## config.mk

```make
export PLATFORM = sky130hd
export DESIGN_NAME = match_collector_flat
export DESIGN_NICKNAME = d
export VERILOG_FILES = /design/src/rtl/match_collector_pkg.sv /design/src/rtl/match_collector_if.sv /design/src/rtl/match_fifo.sv /design/src/rtl/match_collector.sv /design/src/flat_wrapper.sv
export SDC_FILE = /design/constraint.sdc
export NUM_CORES = 1
export LEC_CHECK = 0
export BUFFER_PORTS_ARGS = -buffer_cell sky130_fd_sc_hd__clkbuf_2
export CORE_ASPECT_RATIO = 2
export CORE_MARGIN = 2
export CORE_UTILIZATION = 33
export DETAILED_ROUTE_END_ITERATION = 7
export HOLD_SLACK_MARGIN = 0.02
export PLACE_DENSITY = 0.58
export SYNTH_ARGS = -nofsm -noshare
export SYNTH_HDL_FRONTEND = slang
export SYNTH_SLANG_ARGS = --single-unit
```

## constraint.sdc

```tcl
create_clock -name clk -period 4.3 [get_ports clk]
set_clock_uncertainty 0.05 [all_clocks]
set_input_delay 0.645 -clock clk [delete_from_list [all_inputs] [get_ports clk]]
set_output_delay 0.645 -clock clk [all_outputs]
set_load 0.05 [all_outputs]
```

## src/rtl/match_collector_pkg.sv

```systemverilog
// Shared constants, record layout and helpers for the match collector.
// Records are {eop, id}; id == NO_MATCH marks a bare end-of-packet record.
package match_collector_pkg;

    localparam int PATTERN_W  = 14;
    localparam int REC_W      = PATTERN_W + 1;
    localparam int DROP_CNT_W = 16;

    localparam logic [PATTERN_W-1:0] NO_MATCH = {PATTERN_W{1'b0}};

    typedef struct packed {
        logic                 eop;
        logic [PATTERN_W-1:0] id;
    } rec_t;

    function automatic logic [DROP_CNT_W-1:0] sat_inc(input logic [DROP_CNT_W-1:0] v);
        return (v == {DROP_CNT_W{1'b1}}) ? v : v + DROP_CNT_W'(1);
    endfunction

endpackage

```

## src/rtl/match_collector_if.sv

```systemverilog
// Pattern-stream input and record-output bundle of the match collector.
// The slave modport is the collector itself; master is its environment.
interface match_collector_if;

    logic [match_collector_pkg::PATTERN_W-1:0]  pattern_in;
    logic                                       pkt_start;
    logic                                       pkt_end;
    logic                                       out_ready;
    logic                                       out_valid;
    logic [match_collector_pkg::PATTERN_W-1:0]  out_pattern;
    logic                                       out_eop;
    logic                                       overflow;
    logic [match_collector_pkg::DROP_CNT_W-1:0] drop_count;

    modport slave (
        input  pattern_in, pkt_start, pkt_end, out_ready,
        output out_valid, out_pattern, out_eop, overflow, drop_count
    );

    modport master (
        output pattern_in, pkt_start, pkt_end, out_ready,
        input  out_valid, out_pattern, out_eop, overflow, drop_count
    );

endinterface

```

## src/rtl/match_fifo.sv

```systemverilog
// Synchronous first-word-fall-through FIFO; rd_data shows the head while not empty.
// DEPTH must be a power of two so the pointers wrap by natural overflow.
module match_fifo #(
    parameter int WIDTH = 15,
    parameter int DEPTH = 16
) (
    input  logic                         clk,
    input  logic                         reset,
    input  logic                         wr_en,
    input  logic [WIDTH-1:0]             wr_data,
    input  logic                         rd_en,
    output logic [WIDTH-1:0]             rd_data,
    output logic [$clog2(DEPTH+1)-1:0]   count,
    output logic                         empty
);

    localparam int PTR_W = $clog2(DEPTH);
    localparam int CNT_W = $clog2(DEPTH + 1);
    localparam logic [CNT_W-1:0] FULL_CNT = CNT_W'(DEPTH);

    logic [WIDTH-1:0] mem_q [DEPTH];
    logic [WIDTH-1:0] mem_d [DEPTH];
    logic [PTR_W-1:0] wr_ptr_q, wr_ptr_d;
    logic [PTR_W-1:0] rd_ptr_q, rd_ptr_d;
    logic [CNT_W-1:0] count_q, count_d;
    logic             do_wr_s, do_rd_s;

    // Next-state for storage, pointers and occupancy.
    always_comb begin
        do_wr_s  = wr_en && (count_q < FULL_CNT);
        do_rd_s  = rd_en && (count_q != {CNT_W{1'b0}});
        mem_d    = mem_q;
        wr_ptr_d = wr_ptr_q;
        rd_ptr_d = rd_ptr_q;
        count_d  = count_q;
        if (do_wr_s) begin
            mem_d[wr_ptr_q] = wr_data;
            wr_ptr_d        = wr_ptr_q + PTR_W'(1);
        end else begin
            wr_ptr_d = wr_ptr_q;
        end
        if (do_rd_s) begin
            rd_ptr_d = rd_ptr_q + PTR_W'(1);
        end else begin
            rd_ptr_d = rd_ptr_q;
        end
        case ({do_wr_s, do_rd_s})
            2'b10:   count_d = count_q + CNT_W'(1);
            2'b01:   count_d = count_q - CNT_W'(1);
            default: count_d = count_q;
        endcase
    end

    // FIFO state registers.
    always_ff @(posedge clk) begin
        if (reset) begin
            for (int i = 0; i < DEPTH; i++) begin
                mem_q[i] <= {WIDTH{1'b0}};
            end
            wr_ptr_q <= {PTR_W{1'b0}};
            rd_ptr_q <= {PTR_W{1'b0}};
            count_q  <= {CNT_W{1'b0}};
        end else begin
            mem_q    <= mem_d;
            wr_ptr_q <= wr_ptr_d;
            rd_ptr_q <= rd_ptr_d;
            count_q  <= count_d;
        end
    end

    assign rd_data = mem_q[rd_ptr_q];
    assign count   = count_q;
    assign empty   = (count_q == {CNT_W{1'b0}});

endmodule

```

## src/rtl/match_collector.sv

```systemverilog
// Collects per-packet deduplicated pattern matches into a record FIFO with
// end-of-packet markers, one reserved EOP slot, and drop accounting.
module match_collector
    import match_collector_pkg::*;
#(
    parameter int DEDUP_DEPTH = 8,
    parameter int FIFO_DEPTH  = 16
) (
    input  logic              clk,
    input  logic              reset,
    match_collector_if.slave  bus
);

    localparam int FILL_W = $clog2(DEDUP_DEPTH + 1);
    localparam int IDX_W  = $clog2(DEDUP_DEPTH);
    localparam int CNT_W  = $clog2(FIFO_DEPTH + 1);
    localparam logic [FILL_W-1:0] CAM_FULL   = FILL_W'(DEDUP_DEPTH);
    localparam logic [CNT_W-1:0]  DATA_LIMIT = CNT_W'(FIFO_DEPTH - 1);
    localparam logic [CNT_W-1:0]  EOP_LIMIT  = CNT_W'(FIFO_DEPTH);

    logic [PATTERN_W-1:0]   s1_pattern_q, s1_pattern_d;
    logic                   s1_start_q, s1_start_d;
    logic                   s1_end_q, s1_end_d;

    logic [DEDUP_DEPTH-1:0] cam_valid_q, cam_valid_d;
    logic [PATTERN_W-1:0]   cam_entry_q [DEDUP_DEPTH];
    logic [PATTERN_W-1:0]   cam_entry_d [DEDUP_DEPTH];
    logic [FILL_W-1:0]      fill_q, fill_d;

    logic                   overflow_q, overflow_d;
    logic [DROP_CNT_W-1:0]  drop_count_q, drop_count_d;

    logic                   hit_s, new_id_s, insert_s;
    logic [FILL_W-1:0]      eff_fill_s;
    logic [IDX_W-1:0]       slot_s;
    logic                   rec_valid_s, accept_s, push_s, drop_s;
    rec_t                   rec_s, head_s;
    logic [REC_W-1:0]       fifo_rd_data_s;
    logic [CNT_W-1:0]       fifo_count_s;
    logic                   fifo_empty_s, pop_s;

    // Stage-1 capture of the incoming stream.
    always_comb begin
        s1_pattern_d = bus.pattern_in;
        s1_start_d   = bus.pkt_start;
        s1_end_d     = bus.pkt_end;
    end

    // Dedup compare and record formation; a packet start hides the old CAM contents.
    always_comb begin
        hit_s = 1'b0;
        for (int i = 0; i < DEDUP_DEPTH; i++) begin
            hit_s = hit_s | (cam_valid_q[i] && (cam_entry_q[i] == s1_pattern_q));
        end
        hit_s       = hit_s && !s1_start_q && (s1_pattern_q != NO_MATCH);
        new_id_s    = (s1_pattern_q != NO_MATCH) && !hit_s;
        eff_fill_s  = s1_start_q ? {FILL_W{1'b0}} : fill_q;
        slot_s      = eff_fill_s[IDX_W-1:0];
        insert_s    = new_id_s && (eff_fill_s < CAM_FULL);
        rec_valid_s = new_id_s || s1_end_q;
        rec_s.eop   = s1_end_q;
        rec_s.id    = new_id_s ? s1_pattern_q : NO_MATCH;
    end

    // CAM update: optional clear on packet start, then this cycle's insert.
    always_comb begin
        cam_valid_d = s1_start_q ? {DEDUP_DEPTH{1'b0}} : cam_valid_q;
        cam_entry_d = cam_entry_q;
        fill_d      = eff_fill_s;
        if (insert_s) begin
            cam_valid_d[slot_s] = 1'b1;
            cam_entry_d[slot_s] = s1_pattern_q;
            fill_d              = eff_fill_s + FILL_W'(1);
        end else begin
            fill_d = eff_fill_s;
        end
    end

    // Admission against registered occupancy; data records leave one slot free for EOP.
    always_comb begin
        accept_s     = rec_s.eop ? (fifo_count_s < EOP_LIMIT) : (fifo_count_s < DATA_LIMIT);
        push_s       = rec_valid_s && accept_s;
        drop_s       = rec_valid_s && !accept_s;
        overflow_d   = overflow_q | drop_s;
        if (drop_s) begin
            drop_count_d = sat_inc(drop_count_q);
        end else begin
            drop_count_d = drop_count_q;
        end
    end

    // Pipeline, CAM and status registers.
    always_ff @(posedge clk) begin
        if (reset) begin
            s1_pattern_q <= NO_MATCH;
            s1_start_q   <= 1'b0;
            s1_end_q     <= 1'b0;
            cam_valid_q  <= {DEDUP_DEPTH{1'b0}};
            for (int i = 0; i < DEDUP_DEPTH; i++) begin
                cam_entry_q[i] <= NO_MATCH;
            end
            fill_q       <= {FILL_W{1'b0}};
            overflow_q   <= 1'b0;
            drop_count_q <= {DROP_CNT_W{1'b0}};
        end else begin
            s1_pattern_q <= s1_pattern_d;
            s1_start_q   <= s1_start_d;
            s1_end_q     <= s1_end_d;
            cam_valid_q  <= cam_valid_d;
            cam_entry_q  <= cam_entry_d;
            fill_q       <= fill_d;
            overflow_q   <= overflow_d;
            drop_count_q <= drop_count_d;
        end
    end

    match_fifo #(
        .WIDTH (REC_W),
        .DEPTH (FIFO_DEPTH)
    ) u_fifo (
        .clk     (clk),
        .reset   (reset),
        .wr_en   (push_s),
        .wr_data (rec_s),
        .rd_en   (pop_s),
        .rd_data (fifo_rd_data_s),
        .count   (fifo_count_s),
        .empty   (fifo_empty_s)
    );

    assign head_s          = rec_t'(fifo_rd_data_s);
    assign pop_s           = !fifo_empty_s && bus.out_ready;
    assign bus.out_valid   = !fifo_empty_s;
    assign bus.out_pattern = fifo_empty_s ? NO_MATCH : head_s.id;
    assign bus.out_eop     = fifo_empty_s ? 1'b0 : head_s.eop;
    assign bus.overflow    = overflow_q;
    assign bus.drop_count  = drop_count_q;

endmodule
```

## src/flat_wrapper.sv

```systemverilog
// flat-port wrapper written by rule: the top's interface ports become plain ports
module match_collector_flat import match_collector_pkg::*;
#(
    parameter int DEDUP_DEPTH = 8,
    parameter int FIFO_DEPTH  = 16
)
  (clk, reset, bus_pattern_in, bus_pkt_start, bus_pkt_end, bus_out_ready, bus_out_valid, bus_out_pattern, bus_out_eop, bus_overflow, bus_drop_count);
  match_collector_if bus_i ();
  input  logic clk;
  input  logic reset;
  input wire logic [$bits(bus_i.pattern_in)-1:0] bus_pattern_in;
  input wire logic [$bits(bus_i.pkt_start)-1:0] bus_pkt_start;
  input wire logic [$bits(bus_i.pkt_end)-1:0] bus_pkt_end;
  input wire logic [$bits(bus_i.out_ready)-1:0] bus_out_ready;
  output wire logic [$bits(bus_i.out_valid)-1:0] bus_out_valid;
  output wire logic [$bits(bus_i.out_pattern)-1:0] bus_out_pattern;
  output wire logic [$bits(bus_i.out_eop)-1:0] bus_out_eop;
  output wire logic [$bits(bus_i.overflow)-1:0] bus_overflow;
  output wire logic [$bits(bus_i.drop_count)-1:0] bus_drop_count;
  assign bus_i.pattern_in = bus_pattern_in;
  assign bus_i.pkt_start = bus_pkt_start;
  assign bus_i.pkt_end = bus_pkt_end;
  assign bus_i.out_ready = bus_out_ready;
  assign bus_out_valid = bus_i.out_valid;
  assign bus_out_pattern = bus_i.out_pattern;
  assign bus_out_eop = bus_i.out_eop;
  assign bus_overflow = bus_i.overflow;
  assign bus_drop_count = bus_i.drop_count;
  match_collector #(.DEDUP_DEPTH(DEDUP_DEPTH), .FIFO_DEPTH(FIFO_DEPTH)) u_core (.clk(clk), .reset(reset), .bus(bus_i));
endmodule
```

==> results of run 1 <==
## kinds of logic (layout without fill, tap and decap cells)
kind of cell    Yosys count  count (layout)  share of synthesized area
compound gates          262             262                     0.0736
xor+xnor                130             130                     0.0621
fa+ha+maj                11              11                    0.00751
buf+inv                 193             202                     0.0562
flops                   410             410                      0.448
mux                     214             214                      0.168
simple gates            577             577                      0.184
## through the flow
| stage | cells | hold WS [ps] | util | instance area (um^2) |
|---|---|---|---|---|
| after CTS | 2550 | 239 | 0.370 | 20400 |
| after global routing | 2550 | 280 | 0.370 | 20400 |
| after global placement | 2480 | 414 | 0.347 | 19100 |
| after detailed placement | 2480 | 418 | 0.347 | 19100 |
| after floorplan | 1797 | 400 | - | 18300 |
| final | 2550 | 257 | 0.370 | 20400 |
## final timing paths
| check | start | to | slack, ps | cells after the start |
|---|---|---|---|---|
| max reg2reg | u_core.s1_pattern_q[2] | u_core.u_fifo.count[4] | 380 | 17 |
| min | bus_pattern_in[7] | u_core.s1_pattern_q[7] | 260 | 2 |
| min reg2reg | u_core.u_fifo.mem_q[9] | u_core.u_fifo.mem_q[9] | 430 | 2 |
| max | u_core.s1_pattern_q[2] | u_core.u_fifo.count[4] | 380 | 17 |
## where the power goes
group	switching [mW]	internal (mW)
registers	0.160	3.89
clock network	1.52	1.89
logic	0.718	0.515
total	2.40	6.29
## metal layers
layer,GRT usage,up-vias
met5,0,-
met4,0.105,0
met3,0.0183,131
met2,0.319,337
met1,0.186,6470
li1,-,6283
## cells in the final DEF (no fill, tap or decap), types with 32 or more instances in the layout
| master | netlist | routed |
|---|---|---|
| sky130_fd_sc_hd__nand3b_1 | 224 | 224 |
| sky130_fd_sc_hd__nand4_1 | 37 | 37 |
| sky130_fd_sc_hd__nor2b_1 | 43 | 43 |
| sky130_fd_sc_hd__mux2i_1 | 133 | 133 |
| sky130_fd_sc_hd__o21ai_1 | 115 | 115 |
| sky130_fd_sc_hd__xnor2_1 | 115 | 115 |
| sky130_fd_sc_hd__dfxtp_1 | 410 | 408 |
| sky130_fd_sc_hd__nor2_1 | 173 | 173 |
| sky130_fd_sc_hd__o21ai_0 | 114 | 114 |
| sky130_fd_sc_hd__mux4_2 | 75 | 75 |
| sky130_fd_sc_hd__clkbuf_16 | 0 | 39 |
| sky130_fd_sc_hd__nand2_1 | 32 | 32 |
| sky130_fd_sc_hd__buf_4 | 35 | 68 |
| sky130_fd_sc_hd__clkbuf_2 | 0 | 50 |
## state kept, by name (all words and copies together), names as in the netlist
signal / count
u_core.bus.drop_count: 16
u_core.u_fifo.rd_ptr_q: 4
u_core.u_fifo.count: 5
u_core.s1_start_q: 1
u_core.u_fifo.wr_ptr_q: 4
u_core.cam_entry_q: 112
u_core.cam_valid_q: 8
u_core.s1_end_q: 1
u_core.s1_pattern_q: 14
u_core.bus.overflow: 1
u_core.u_fifo.mem_q: 240
u_core.fill_q: 4
## layout make-up
cell class | instances | area share
tap | 744 | 0.0456
multi-input combinational | 1194 | 0.446
sequential | 410 | 0.403
inverter | 9 | 0.00166
timing repair buffer | 123 | 0.0419
clock buffer | 54 | 0.0565
clock inverter | 16 | 0.00540
==> flow_summary.html, run 1 <==
<table>
<tr><th>Metric</th><th>Value</th></tr>
<tr><th colspan="2">Drt</th></tr>
<tr><td>Via-per-instance ratio</td><td>5.18</td></tr>
<tr><td>Met2 WL</td><td>26.0 mm</td></tr>
<tr><td>Remaining routing DRC violations</td><td>0</td></tr>
<tr><td>Initial DRC Count</td><td>1046</td></tr>
<tr><td>Number of nets with antenna violations after routing</td><td>0</td></tr>
<tr><td>Wirelength per Cell</td><td>19.3 um</td></tr>
<tr><td>Total via count in the routed design</td><td>13200</td></tr>
<tr><td>DRT Wirelength</td><td>49.2 mm</td></tr>
<tr><td>Routed length on met1</td><td>18.3 mm</td></tr>
<tr><td>Met3 routed WL</td><td>1.77 mm</td></tr>
<tr><td>Pre-Repair DR Iteration Count</td><td>5</td></tr>
<tr><td>Highest metal used</td><td>met4</td></tr>
<tr><th colspan="2">Floorplan</th></tr>
<tr><td>Count of boundary I/O pins</td><td>52</td></tr>
<tr><td>Initial standard-cell utilization of the core</td><td>0.333</td></tr>
<tr><td>Number of rows created at floorplan</td><td>122</td></tr>
<tr><td>Core area</td><td>0.0551 mm^2</td></tr>
<tr><td>Die H</td><td>337 um</td></tr>
<tr><td>Horizontal extent of the die</td><td>171 um</td></tr>
<tr><td>Die outline area</td><td>0.0576 mm^2</td></tr>
<tr><th colspan="2">STA</th></tr>
<tr><td>Relative slew slack</td><td>0.494</td></tr>
<tr><td>Sum of negative setup slack</td><td>0 ps</td></tr>
<tr><td>Final setup fails</td><td>0</td></tr>
<tr><td>Clock period minus final worst setup slack</td><td>3920 ps</td></tr>
<tr><td>Setup ws final</td><td>384 ps</td></tr>
<tr><td>Final period util</td><td>0.911</td></tr>
<tr><td>Final-report max-slew violation count</td><td>0</td></tr>
<tr><td>Setup repair after global routing missed its margin</td><td>false</td></tr>
<tr><td>Fin. Hold Viols</td><td>0</td></tr>
<tr><td>Achievable Freq</td><td>255 MHz</td></tr>
<tr><td>Worst Tran Pin Value</td><td>759 ps</td></tr>
<tr><th colspan="2">Power and ir drop</th></tr>
<tr><td>Worst voltage drop across the vdd grid</td><td>0.264 mV</td></tr>
<tr><td>Leak pwr</td><td>6.96 nW</td></tr>
<tr><td>Power density over the cells</td><td>426 mW/mm^2</td></tr>
<tr><td>Post-layout total power</td><td>8.69 mW</td></tr>
<tr><th colspan="2">Worst setup path</th></tr>
<tr><td>Startpoint Class</td><td>flip-flop</td></tr>
<tr><td>Critical path data arrival time</td><td>4330 ps</td></tr>
<tr><td>Crit-path slowest cell</td><td>sky130_fd_sc_hd__dfxtp_1</td></tr>
<tr><td>Worst Path Class, Setup</td><td>flip-flop to flip-flop</td></tr>
<tr><td>Buffers and inverters on the worst path</td><td>2</td></tr>
<tr><td>Worst path max stage delay</td><td>780 ps</td></tr>
<tr><td>Endpoint class of the critical path</td><td>flip-flop</td></tr>
<tr><td>Worst-path cell chain</td><td>buf_4 &gt; xnor2_1 &gt; nand4_1 &gt; nor4_1 &gt; nor4_2 &gt; nand2_1 &gt; a211oi_2 &gt; inv_1 &gt; ha_1 &gt; xor2_1 &gt; ha_1 &gt; o21ai_0 &gt; a21oi_1 &gt; a21oi_1 &gt; xor2_1 &gt; or3_1 &gt; a21oi_1</td></tr>
<tr><td>Worst path most repeated cell</td><td>sky130_fd_sc_hd__a21oi_1</td></tr>
<tr><td>Max Fanout on Critical Path</td><td>12</td></tr>
<tr><td>Critical Path RT</td><td>4720 ps</td></tr>
<tr><td>Cell type group with the largest total delay on the critical path</td><td>simple AND/OR/NAND/NOR gates</td></tr>
<tr><th colspan="2">Global routing</th></tr>
<tr><td>Overall overflow remaining after global route</td><td>0</td></tr>
<tr><td>Overall routing resource usage</td><td>0.172</td></tr>
<tr><td>Number of antenna violations at the first check in global routing</td><td>0</td></tr>
<tr><td>Pin count of the biggest net entering global routing</td><td>143</td></tr>
<tr><td>Wire length of the first global-routing pass</td><td>76.5 mm</td></tr>
<tr><td>Vias in the first global route</td><td>13300</td></tr>
<tr><th colspan="2">Cells and area</th></tr>
<tr><td>Area of combinational cells with multiple inputs</td><td>0.00910 mm^2</td></tr>
<tr><td>Fraction of final layout cells with drive strength greater than 1</td><td>0.154</td></tr>
<tr><td>Filler Cells Inserted</td><td>5384</td></tr>
<tr><td>Count of nets after finishing</td><td>1807</td></tr>
<tr><td>Growth of design area from synthesis to finish</td><td>11.3%</td></tr>
<tr><td>Sequential cell area in the final layout</td><td>0.00822 mm^2</td></tr>
<tr><td>Total inserted antenna cells</td><td>0</td></tr>
<tr><th colspan="2">Synthesis</th></tr>
<tr><td>Syn_nets</td><td>1827</td></tr>
<tr><td>Post-synthesis async set-or-reset flop share</td><td>0</td></tr>
<tr><td>Number of flops mapped to enable cells by yosys</td><td>0</td></tr>
<tr><td>Library cell occupying the most area in the post-synthesis netlist</td><td>sky130_fd_sc_hd__dfxtp_1</td></tr>
<tr><td>Post-synth design cell area</td><td>0.0183 mm^2</td></tr>
<tr><td>Post-synthesis cell count</td><td>1797</td></tr>
<tr><td>Synth top area share</td><td>0.448</td></tr>
<tr><td>Number of distinct standard cells referenced by the synthesized netlist</td><td>44</td></tr>
<tr><td>Total of flip-flops plus latches after synthesis</td><td>410</td></tr>
<tr><td>Proportion of synthesized chip area in sequential cells</td><td>0.448</td></tr>
<tr><td>Count leader, synth</td><td>sky130_fd_sc_hd__dfxtp_1</td></tr>
<tr><td>Syn Area/Cell</td><td>10.2 um^2</td></tr>
<tr><td>Most used flip-flop cell after synthesis</td><td>sky130_fd_sc_hd__dfxtp_1</td></tr>
<tr><td>Synth top cells by count</td><td>sky130_fd_sc_hd__dfxtp_1, sky130_fd_sc_hd__nand3b_1, sky130_fd_sc_hd__nor2_1, sky130_fd_sc_hd__mux2i_1</td></tr>
<tr><td>Number of warning messages in the yosys log</td><td>0</td></tr>
<tr><td>Cell types with the largest area share after synthesis</td><td>sky130_fd_sc_hd__dfxtp_1, sky130_fd_sc_hd__mux4_2, sky130_fd_sc_hd__nand3b_1</td></tr>
<tr><th colspan="2">CTS</th></tr>
<tr><td>Hold_buf cts</td><td>0</td></tr>
<tr><td>Master cell of the clock root buffer</td><td>sky130_fd_sc_hd__clkbuf_16</td></tr>
<tr><td>Clock Pin Slew Worst Setup and Hold Paths</td><td>70 ps</td></tr>
<tr><td>Number of buffers created by CTS</td><td>39</td></tr>
<tr><td>Setup Fix Bufs, Post-CTS</td><td>0</td></tr>
<tr><td>Number of clock sinks</td><td>410</td></tr>
<tr><td>CTS H-tree lvls</td><td>2</td></tr>
<tr><td>CTS tree</td><td>built</td></tr>
<tr><td>Clock latency reported for the late side of the worst-skew pair</td><td>550 ps</td></tr>
<tr><td>Buffer levels on the longest clock path</td><td>3</td></tr>
<tr><td>Resized cells post-CTS</td><td>0</td></tr>
<tr><th colspan="2">Placed design</th></tr>
<tr><td>Routability congestion estimate</td><td>0.897</td></tr>
<tr><td>HPWL after DPL</td><td>32.7 mm</td></tr>
<tr><td>Buffers on Ports</td><td>51</td></tr>
<tr><td>Setup WS pre-CTS</td><td>440 ps</td></tr>
<tr><th colspan="2">Run status</th></tr>
<tr><td>Run status</td><td>complete, no violations</td></tr>
<tr><th colspan="2">Min path</th></tr>
<tr><td>Hold WC Path Type</td><td>primary input to flip-flop</td></tr>
<tr><th colspan="2">Run</th></tr>
<tr><td>Number of violations of the max-capacitance limit</td><td>0</td></tr>
</table>
(Power assumes the default switching activity.)
==> inputs of run 2 (changes only) <==
- PLACE_DENSITY: 0.58 -> 0.45
==> run 2 against run 1 <==
Net effect:
- via count shrank 2.1%
- clock-buffer cell count is 1 lower
- register-to-register slack improved by 280 ps
- critical path type is now flip-flop to output pin
- largest power group unchanged
- highest routed layer unchanged
==> flow_summary.html, run 2 (same netlist as run 1, synthesis figures left out) <==
<table>
<tr><th>Metric</th><th>Value</th></tr>
<tr><th colspan="2">Cells and area</th></tr>
<tr><td>Leading cell types in the layout, fill and taps excluded</td><td>sky130_fd_sc_hd__dfxtp_1, sky130_fd_sc_hd__nand3b_1, sky130_fd_sc_hd__nor2_1, sky130_fd_sc_hd__mux2i_1</td></tr>
<tr><td>Total inserted antenna cells</td><td>0</td></tr>
<tr><td>Fraction of final layout cells with drive strength greater than 1</td><td>0.151</td></tr>
<tr><td>Growth of design area from synthesis to finish</td><td>12.0%</td></tr>
<tr><td>Sequential cell area in the final layout</td><td>0.00822 mm^2</td></tr>
<tr><td>Count of nets after finishing</td><td>1801</td></tr>
<tr><td>Filler Cells Inserted</td><td>5470</td></tr>
<tr><td>Flip-flop count of the largest register, all copies and words added</td><td>240</td></tr>
<tr><td>Most frequent standard cell in the layout excluding fill and tap cells</td><td>sky130_fd_sc_hd__dfxtp_1</td></tr>
<tr><td>Area of combinational cells with multiple inputs</td><td>0.00910 mm^2</td></tr>
<tr><td>Register containing the most flip-flops in the final layout</td><td>u_core.u_fifo.mem_q</td></tr>
<tr><th colspan="2">Worst setup path</th></tr>
<tr><td>Critical path data arrival time</td><td>2990 ps</td></tr>
<tr><td>Reg-to-reg setup timing slack</td><td>660 ps</td></tr>
<tr><td>Max Fanout on Critical Path</td><td>27</td></tr>
<tr><td>Startpoint Class</td><td>flip-flop</td></tr>
<tr><td>Endpoint class of the critical path</td><td>output pin</td></tr>
<tr><td>Endpoint of the worst register-to-register path</td><td>u_core.u_fifo.count[4]</td></tr>
<tr><td>Number of cells on the worst reg-to-reg path</td><td>17</td></tr>
<tr><td>Worst Path Class, Setup</td><td>flip-flop to output pin</td></tr>
<tr><td>Critical Path RT</td><td>3610 ps</td></tr>
<tr><td>Source of the worst register-to-register timing path</td><td>u_core.s1_pattern_q[3]</td></tr>
<tr><th colspan="2">Floorplan</th></tr>
<tr><td>Count of boundary I/O pins</td><td>52</td></tr>
<tr><td>Number of rows created at floorplan</td><td>122</td></tr>
<tr><td>Die outline area</td><td>0.0576 mm^2</td></tr>
<tr><td>Horizontal extent of the die</td><td>171 um</td></tr>
<tr><td>Core area</td><td>0.0551 mm^2</td></tr>
<tr><td>Initial standard-cell utilization of the core</td><td>0.333</td></tr>
<tr><td>Die H</td><td>337 um</td></tr>
<tr><th colspan="2">Drt</th></tr>
<tr><td>Total via count in the routed design</td><td>12900</td></tr>
<tr><td>Wirelength per Cell</td><td>19.9 um</td></tr>
<tr><td>Highest metal used</td><td>met4</td></tr>
<tr><td>Routed length on met1</td><td>19.7 mm</td></tr>
<tr><td>Met2 WL</td><td>27.7 mm</td></tr>
<tr><td>Initial DRC Count</td><td>941</td></tr>
<tr><td>Number of nets with antenna violations after routing</td><td>0</td></tr>
<tr><td>Pre-Repair DR Iteration Count</td><td>5</td></tr>
<tr><td>Met3 routed WL</td><td>1.71 mm</td></tr>
<tr><td>Via-per-instance ratio</td><td>5.08</td></tr>
<tr><td>Remaining routing DRC violations</td><td>0</td></tr>
<tr><td>DRT Wirelength</td><td>50.7 mm</td></tr>
<tr><th colspan="2">Power and ir drop</th></tr>
<tr><td>Worst voltage drop across the vdd grid</td><td>0.313 mV</td></tr>
<tr><td>Leak pwr</td><td>7.01 nW</td></tr>
<tr><td>Share of total power in the clock network</td><td>0.423</td></tr>
<tr><td>Share of total power in sequential cells</td><td>0.438</td></tr>
<tr><td>Power density over the cells</td><td>444 mW/mm^2</td></tr>
<tr><td>Switching fraction of total power</td><td>0.269</td></tr>
<tr><td>Net Switching</td><td>2.45 mW</td></tr>
<tr><td>Combinational power share</td><td>0.139</td></tr>
<tr><td>Cell-internal power</td><td>6.66 mW</td></tr>
<tr><th colspan="2">CTS</th></tr>
<tr><td>Master cell of the clock root buffer</td><td>sky130_fd_sc_hd__clkbuf_16</td></tr>
<tr><td>Clock Pin Slew Worst Setup and Hold Paths</td><td>70 ps</td></tr>
<tr><td>Resized cells post-CTS</td><td>0</td></tr>
<tr><td>Setup Fix Bufs, Post-CTS</td><td>0</td></tr>
<tr><td>CTS tree</td><td>built</td></tr>
<tr><td>CTS H-tree lvls</td><td>2</td></tr>
<tr><td>Number of buffers created by CTS</td><td>40</td></tr>
<tr><td>Hold_buf cts</td><td>0</td></tr>
<tr><td>Number of clock sinks</td><td>410</td></tr>
<tr><td>Clock latency reported for the late side of the worst-skew pair</td><td>570 ps</td></tr>
<tr><td>Buffer levels on the longest clock path</td><td>3</td></tr>
<tr><th colspan="2">Placed design</th></tr>
<tr><td>Setup WS pre-CTS</td><td>666 ps</td></tr>
<tr><td>Buffers on Ports</td><td>51</td></tr>
<tr><td>Routability congestion estimate</td><td>0.798</td></tr>
<tr><td>HPWL after DPL</td><td>32.3 mm</td></tr>
<tr><th colspan="2">Min path</th></tr>
<tr><td>Hold Startpoint</td><td>bus_pattern_in[9]</td></tr>
<tr><td>Hold WC Path Type</td><td>primary input to flip-flop</td></tr>
<tr><td>Min-Delay Endpoint</td><td>u_core.s1_pattern_q[9]</td></tr>
<tr><td>Hold Path Stages</td><td>2</td></tr>
<tr><th colspan="2">STA</th></tr>
<tr><td>Worst Tran Pin Value</td><td>1110 ps</td></tr>
<tr><td>Sum of negative setup slack</td><td>0 ps</td></tr>
<tr><td>Achievable Freq</td><td>271 MHz</td></tr>
<tr><td>Fin. Hold Viols</td><td>0</td></tr>
<tr><td>Clock period minus final worst setup slack</td><td>3690 ps</td></tr>
<tr><td>Setup ws final</td><td>612 ps</td></tr>
<tr><td>Relative slew slack</td><td>0.263</td></tr>
<tr><td>Setup repair after global routing missed its margin</td><td>false</td></tr>
<tr><td>Final period util</td><td>0.858</td></tr>
<tr><td>Final setup fails</td><td>0</td></tr>
<tr><td>Final-report max-slew violation count</td><td>0</td></tr>
<tr><th colspan="2">Global routing</th></tr>
<tr><td>Wire length of the first global-routing pass</td><td>77.9 mm</td></tr>
<tr><td>Overall routing resource usage</td><td>0.178</td></tr>
<tr><td>Vias in the first global route</td><td>12700</td></tr>
<tr><td>Number of antenna violations at the first check in global routing</td><td>0</td></tr>
<tr><td>Pin count of the biggest net entering global routing</td><td>186</td></tr>
<tr><td>Overall overflow remaining after global route</td><td>0</td></tr>
<tr><th colspan="2">Run</th></tr>
<tr><td>Number of violations of the max-capacitance limit</td><td>0</td></tr>
<tr><th colspan="2">Run status</th></tr>
<tr><td>Run status</td><td>complete, no violations</td></tr>
</table>
==> run 2: worst max path at each step <==
stage / start / endpoint / slack, ps / cells after the start
after detailed placement: u_core.s1_pattern_q[3] / u_core.u_fifo.count[4] / 670 / 17
after global placement: u_core.s1_pattern_q[3] / u_core.u_fifo.count[4] / 660 / 17
after CTS: u_core.u_fifo.rd_ptr_q[1] / bus_out_pattern[1] / 550 / 5
after global routing: u_core.s1_pattern_q[3] / u_core.u_fifo.count[4] / 230 / 17
after floorplan: u_core.s1_pattern_q[11] / u_core.u_fifo.count[4] / 810 / 19
final: u_core.u_fifo.rd_ptr_q[1] / bus_out_pattern[0] / 610 / 5
==> run 2: metal layers <==
layer  track usage  vias to the layer above
li1              -                     6274
met2         0.343                      246
met1         0.199                     6353
met4        0.0620                        0
met5             0                        -
met3        0.0211                       71
==> run 2: metrics by stage <==
step	std cells	total power, mW	utilization	area, um^2	hold WS [ps]
after floorplan	1797	4.99	-	18300	400
after global placement	2473	5.37	0.347	19100	414
after detailed placement	2473	5.38	0.347	19100	419
after CTS	2547	9.28	0.373	20500	200
after global routing	2547	9.50	0.373	20500	233
final	2547	9.11	0.373	20500	232
==> run 2: power groups by stage <==
stage | Clock (mW) | Combinational, mW | Sequential, mW
finish | 3.85 | 1.26 | 3.99
global route | 4.12 | 1.37 | 4.00
CTS | 3.99 | 1.30 | 3.99
detailed placement | 0 | 1.30 | 4.08
global placement | 0 | 1.29 | 4.08
floorplan | 0 | 0.977 | 4.01
==> run 2: worst max-delay path: stages, from the launching register on <==
cell and delay, ps:
sky130_fd_sc_hd__dfxtp_4 690, sky130_fd_sc_hd__buf_4 340, sky130_fd_sc_hd__mux4_2 400, sky130_fd_sc_hd__mux4_2 550, sky130_fd_sc_hd__nor2b_1 160, sky130_fd_sc_hd__clkbuf_2 240
==> run 2: layout make-up <==
cell class | instances | area share
multi-input cells | 1194 | 0.443
flip-flops and latches | 410 | 0.400
clock buffers | 53 | 0.0566
well taps | 744 | 0.0453
repair buffers | 116 | 0.0397
clock inverters | 21 | 0.0133
inverters | 9 | 0.00165
==> inputs of run 3 (changes only) <==
- CORE_UTILIZATION: 33 -> 55
- PLACE_DENSITY: 0.45 -> 0.69
==> run 3 against run 2 <==
Net effect:
- clock-buffer cell count rose by 5
- register-to-register slack got worse by 290 ps
- design area is 2.4% lower
- largest power group unchanged
- hold slack improved by 31 ps
- largest cell class unchanged
- maximum frequency decreased by 6.1%
==> flow_summary.html, run 3 (same netlist as run 1, synthesis figures left out) <==
<table>
<tr><th>Metric</th><th>Value</th></tr>
<tr><th colspan="2">CTS</th></tr>
<tr><td>CTS H-tree lvls</td><td>2</td></tr>
<tr><td>Clock Pin Slew Worst Setup and Hold Paths</td><td>60 ps</td></tr>
<tr><td>Number of buffers created by CTS</td><td>37</td></tr>
<tr><td>Hold_buf cts</td><td>0</td></tr>
<tr><td>CTS tree</td><td>built</td></tr>
<tr><td>Resized cells post-CTS</td><td>0</td></tr>
<tr><td>Clock latency reported for the late side of the worst-skew pair</td><td>540 ps</td></tr>
<tr><td>Setup Fix Bufs, Post-CTS</td><td>0</td></tr>
<tr><td>Number of clock sinks</td><td>410</td></tr>
<tr><td>Buffer levels on the longest clock path</td><td>3</td></tr>
<tr><td>Master cell of the clock root buffer</td><td>sky130_fd_sc_hd__clkbuf_16</td></tr>
<tr><th colspan="2">Worst setup path</th></tr>
<tr><td>Worst Path Class, Setup</td><td>flip-flop to flip-flop</td></tr>
<tr><td>Worst-path cell chain</td><td>xnor2_1 &gt; nand4_1 &gt; nor4_1 &gt; nor4_2 &gt; nand2_1 &gt; a211oi_2 &gt; inv_1 &gt; ha_1 &gt; xor2_1 &gt; ha_1 &gt; o21ai_0 &gt; a21oi_1 &gt; a21oi_1 &gt; xor2_1 &gt; or3_1 &gt; a21oi_1</td></tr>
<tr><td>Source of the worst register-to-register timing path</td><td>u_core.s1_pattern_q[10]</td></tr>
<tr><td>Critical path data arrival time</td><td>4340 ps</td></tr>
<tr><td>Max Fanout on Critical Path</td><td>13</td></tr>
<tr><td>Critical Path RT</td><td>4710 ps</td></tr>
<tr><td>Worst path max stage delay</td><td>730 ps</td></tr>
<tr><td>Worst path most repeated cell</td><td>sky130_fd_sc_hd__a21oi_1</td></tr>
<tr><td>Cell type group with the largest total delay on the critical path</td><td>simple AND/OR/NAND/NOR gates</td></tr>
<tr><td>Endpoint of the worst register-to-register path</td><td>u_core.u_fifo.count[4]</td></tr>
<tr><td>Reg-to-reg setup timing slack</td><td>370 ps</td></tr>
<tr><td>Number of cells on the critical path</td><td>16</td></tr>
<tr><td>Endpoint class of the critical path</td><td>flip-flop</td></tr>
<tr><td>Buffers and inverters on the worst path</td><td>1</td></tr>
<tr><td>Critical path capture point</td><td>u_core.u_fifo.count[4]</td></tr>
<tr><td>Startpoint Class</td><td>flip-flop</td></tr>
<tr><td>Crit-path slowest cell</td><td>sky130_fd_sc_hd__dfxtp_1</td></tr>
<tr><td>Launching instance or port of the critical path</td><td>u_core.s1_pattern_q[10]</td></tr>
<tr><td>Number of cells on the worst reg-to-reg path</td><td>16</td></tr>
<tr><th colspan="2">Cells and area</th></tr>
<tr><td>Flip-flop count of the largest register, all copies and words added</td><td>240</td></tr>
<tr><td>Most frequent standard cell in the layout excluding fill and tap cells</td><td>sky130_fd_sc_hd__dfxtp_1</td></tr>
<tr><td>Post-route standard cell area excluding fillers</td><td>0.0200 mm^2</td></tr>
<tr><td>Fraction of final layout cells with drive strength greater than 1</td><td>0.148</td></tr>
<tr><td>Count of nets after finishing</td><td>1800</td></tr>
<tr><td>Growth of design area from synthesis to finish</td><td>9.28%</td></tr>
<tr><td>Leading cell types in the layout, fill and taps excluded</td><td>sky130_fd_sc_hd__dfxtp_1, sky130_fd_sc_hd__nand3b_1, sky130_fd_sc_hd__nor2_1, sky130_fd_sc_hd__mux2i_1</td></tr>
<tr><td>Register containing the most flip-flops in the final layout</td><td>u_core.u_fifo.mem_q</td></tr>
<tr><td>Post-layout utilization of the core</td><td>0.611</td></tr>
<tr><td>Total inserted antenna cells</td><td>0</td></tr>
<tr><th colspan="2">Placed design</th></tr>
<tr><td>Cell area reported after detailed placement</td><td>0.0187 mm^2</td></tr>
<tr><td>Routability congestion estimate</td><td>0.982</td></tr>
<tr><td>Buffers on Ports</td><td>51</td></tr>
<tr><td>HPWL after DPL</td><td>30.7 mm</td></tr>
<tr><th colspan="2">Drt</th></tr>
<tr><td>Number of nets with antenna violations after routing</td><td>0</td></tr>
<tr><td>DRT Wirelength</td><td>46.4 mm</td></tr>
<tr><td>Met3 routed WL</td><td>1.61 mm</td></tr>
<tr><td>Wirelength per Cell</td><td>20.8 um</td></tr>
<tr><td>Highest metal used</td><td>met4</td></tr>
<tr><td>Remaining routing DRC violations</td><td>0</td></tr>
<tr><td>Total via count in the routed design</td><td>13200</td></tr>
<tr><td>Routed length on met1</td><td>16.9 mm</td></tr>
<tr><td>Met2 WL</td><td>24.6 mm</td></tr>
<tr><td>Pre-Repair DR Iteration Count</td><td>5</td></tr>
<tr><td>Via-per-instance ratio</td><td>5.94</td></tr>
<tr><td>Initial DRC Count</td><td>1026</td></tr>
<tr><th colspan="2">Floorplan</th></tr>
<tr><td>Core area</td><td>0.0328 mm^2</td></tr>
<tr><td>Count of boundary I/O pins</td><td>52</td></tr>
<tr><td>Die outline area</td><td>0.0349 mm^2</td></tr>
<tr><td>Die H</td><td>262 um</td></tr>
<tr><td>Initial standard-cell utilization of the core</td><td>0.559</td></tr>
<tr><td>Number of rows created at floorplan</td><td>94</td></tr>
<tr><td>Horizontal extent of the die</td><td>133 um</td></tr>
<tr><th colspan="2">STA</th></tr>
<tr><td>Fin. Hold Viols</td><td>0</td></tr>
<tr><td>Achievable Freq</td><td>255 MHz</td></tr>
<tr><td>Worst Tran Pin Value</td><td>1240 ps</td></tr>
<tr><td>Clock period minus final worst setup slack</td><td>3930 ps</td></tr>
<tr><td>Final setup fails</td><td>0</td></tr>
<tr><td>Final-report max-slew violation count</td><td>0</td></tr>
<tr><td>Sum of negative setup slack</td><td>0 ps</td></tr>
<tr><td>Relative slew slack</td><td>0.175</td></tr>
<tr><td>Setup repair after global routing missed its margin</td><td>false</td></tr>
<tr><td>Worst slack on hold paths</td><td>263 ps</td></tr>
<tr><td>Final period util</td><td>0.913</td></tr>
<tr><th colspan="2">Global routing</th></tr>
<tr><td>Number of antenna violations at the first check in global routing</td><td>0</td></tr>
<tr><td>Overall overflow remaining after global route</td><td>0</td></tr>
<tr><td>Pin count of the biggest net entering global routing</td><td>159</td></tr>
<tr><td>Overall routing resource usage</td><td>0.265</td></tr>
<tr><td>Vias in the first global route</td><td>12900</td></tr>
<tr><td>Wire length of the first global-routing pass</td><td>71.9 mm</td></tr>
<tr><th colspan="2">Power and ir drop</th></tr>
<tr><td>Power density over the cells</td><td>439 mW/mm^2</td></tr>
<tr><td>Leak pwr</td><td>6.95 nW</td></tr>
<tr><td>Worst voltage drop across the vdd grid</td><td>0.351 mV</td></tr>
<tr><th colspan="2">Min path</th></tr>
<tr><td>Hold WC Path Type</td><td>primary input to flip-flop</td></tr>
<tr><th colspan="2">Run status</th></tr>
<tr><td>Run status</td><td>complete, no violations</td></tr>
<tr><th colspan="2">Run</th></tr>
<tr><td>Number of violations of the max-capacitance limit</td><td>0</td></tr>
</table>
-- run 3: layout make-up --
cell class                      count  area, um^2
Clock inverter                      9         154
Timing Repair Buffer              118         818
Tap cell                          432         541
Clock buffer                       58        1170
Fill cell                        2676       12800
Inverter                            9        33.8
Sequential cell                   410        8220
Multi-Input combinational cell   1194        9100
-- run 3: worst min-delay path by stage --
| stage | depth (start not counted) | end | start |
|---|---|---|---|
| after floorplan | 2 | u_core.u_fifo.mem_q[135] | u_core.u_fifo.mem_q[135] |
| after global placement | 2 | u_core.u_fifo.mem_q[208] | u_core.u_fifo.mem_q[208] |
| after detailed placement | 2 | u_core.u_fifo.mem_q[206] | u_core.u_fifo.mem_q[206] |
| after CTS | 2 | u_core.s1_end_q | bus_pkt_end |
| after global routing | 2 | u_core.s1_end_q | bus_pkt_end |
| final | 2 | u_core.s1_pattern_q[8] | bus_pattern_in[8] |
-- run 3: report_power, final --
group          leakage, nW  internal, mW  switching [mW]
combinational         2.99         0.504           0.701
clock                0.644          2.11            1.44
sequential            3.32          3.89           0.152
-- run 3: worst reg2reg max path: cells and delay by family, from the launching register on --
kind,cells,cell delay [ps]
buffers and inverters,1,90
AO/OA/AOI/OAI,5,790
adder cells (fa/ha/maj),2,540
XOR/XNOR,3,430
AND/OR/NAND/NOR,5,1210
flip-flops,1,730
-- run 3: through the flow --
step                worst slack, ps  cells  power [mW]
floorplan                       807   1797        4.99
global placement                458   2163        5.33
detailed placement              472   2163        5.34
CTS                             463   2230        8.88
global route                   58.7   2230        9.12
finish                          373   2230        8.80
-- run 3: per-layer routing --
metal  GRT usage  up-vias
met4       0.178        0
li1            -     6250
met1       0.283     6524
met2       0.489      342
met5           0        -
met3      0.0287      127
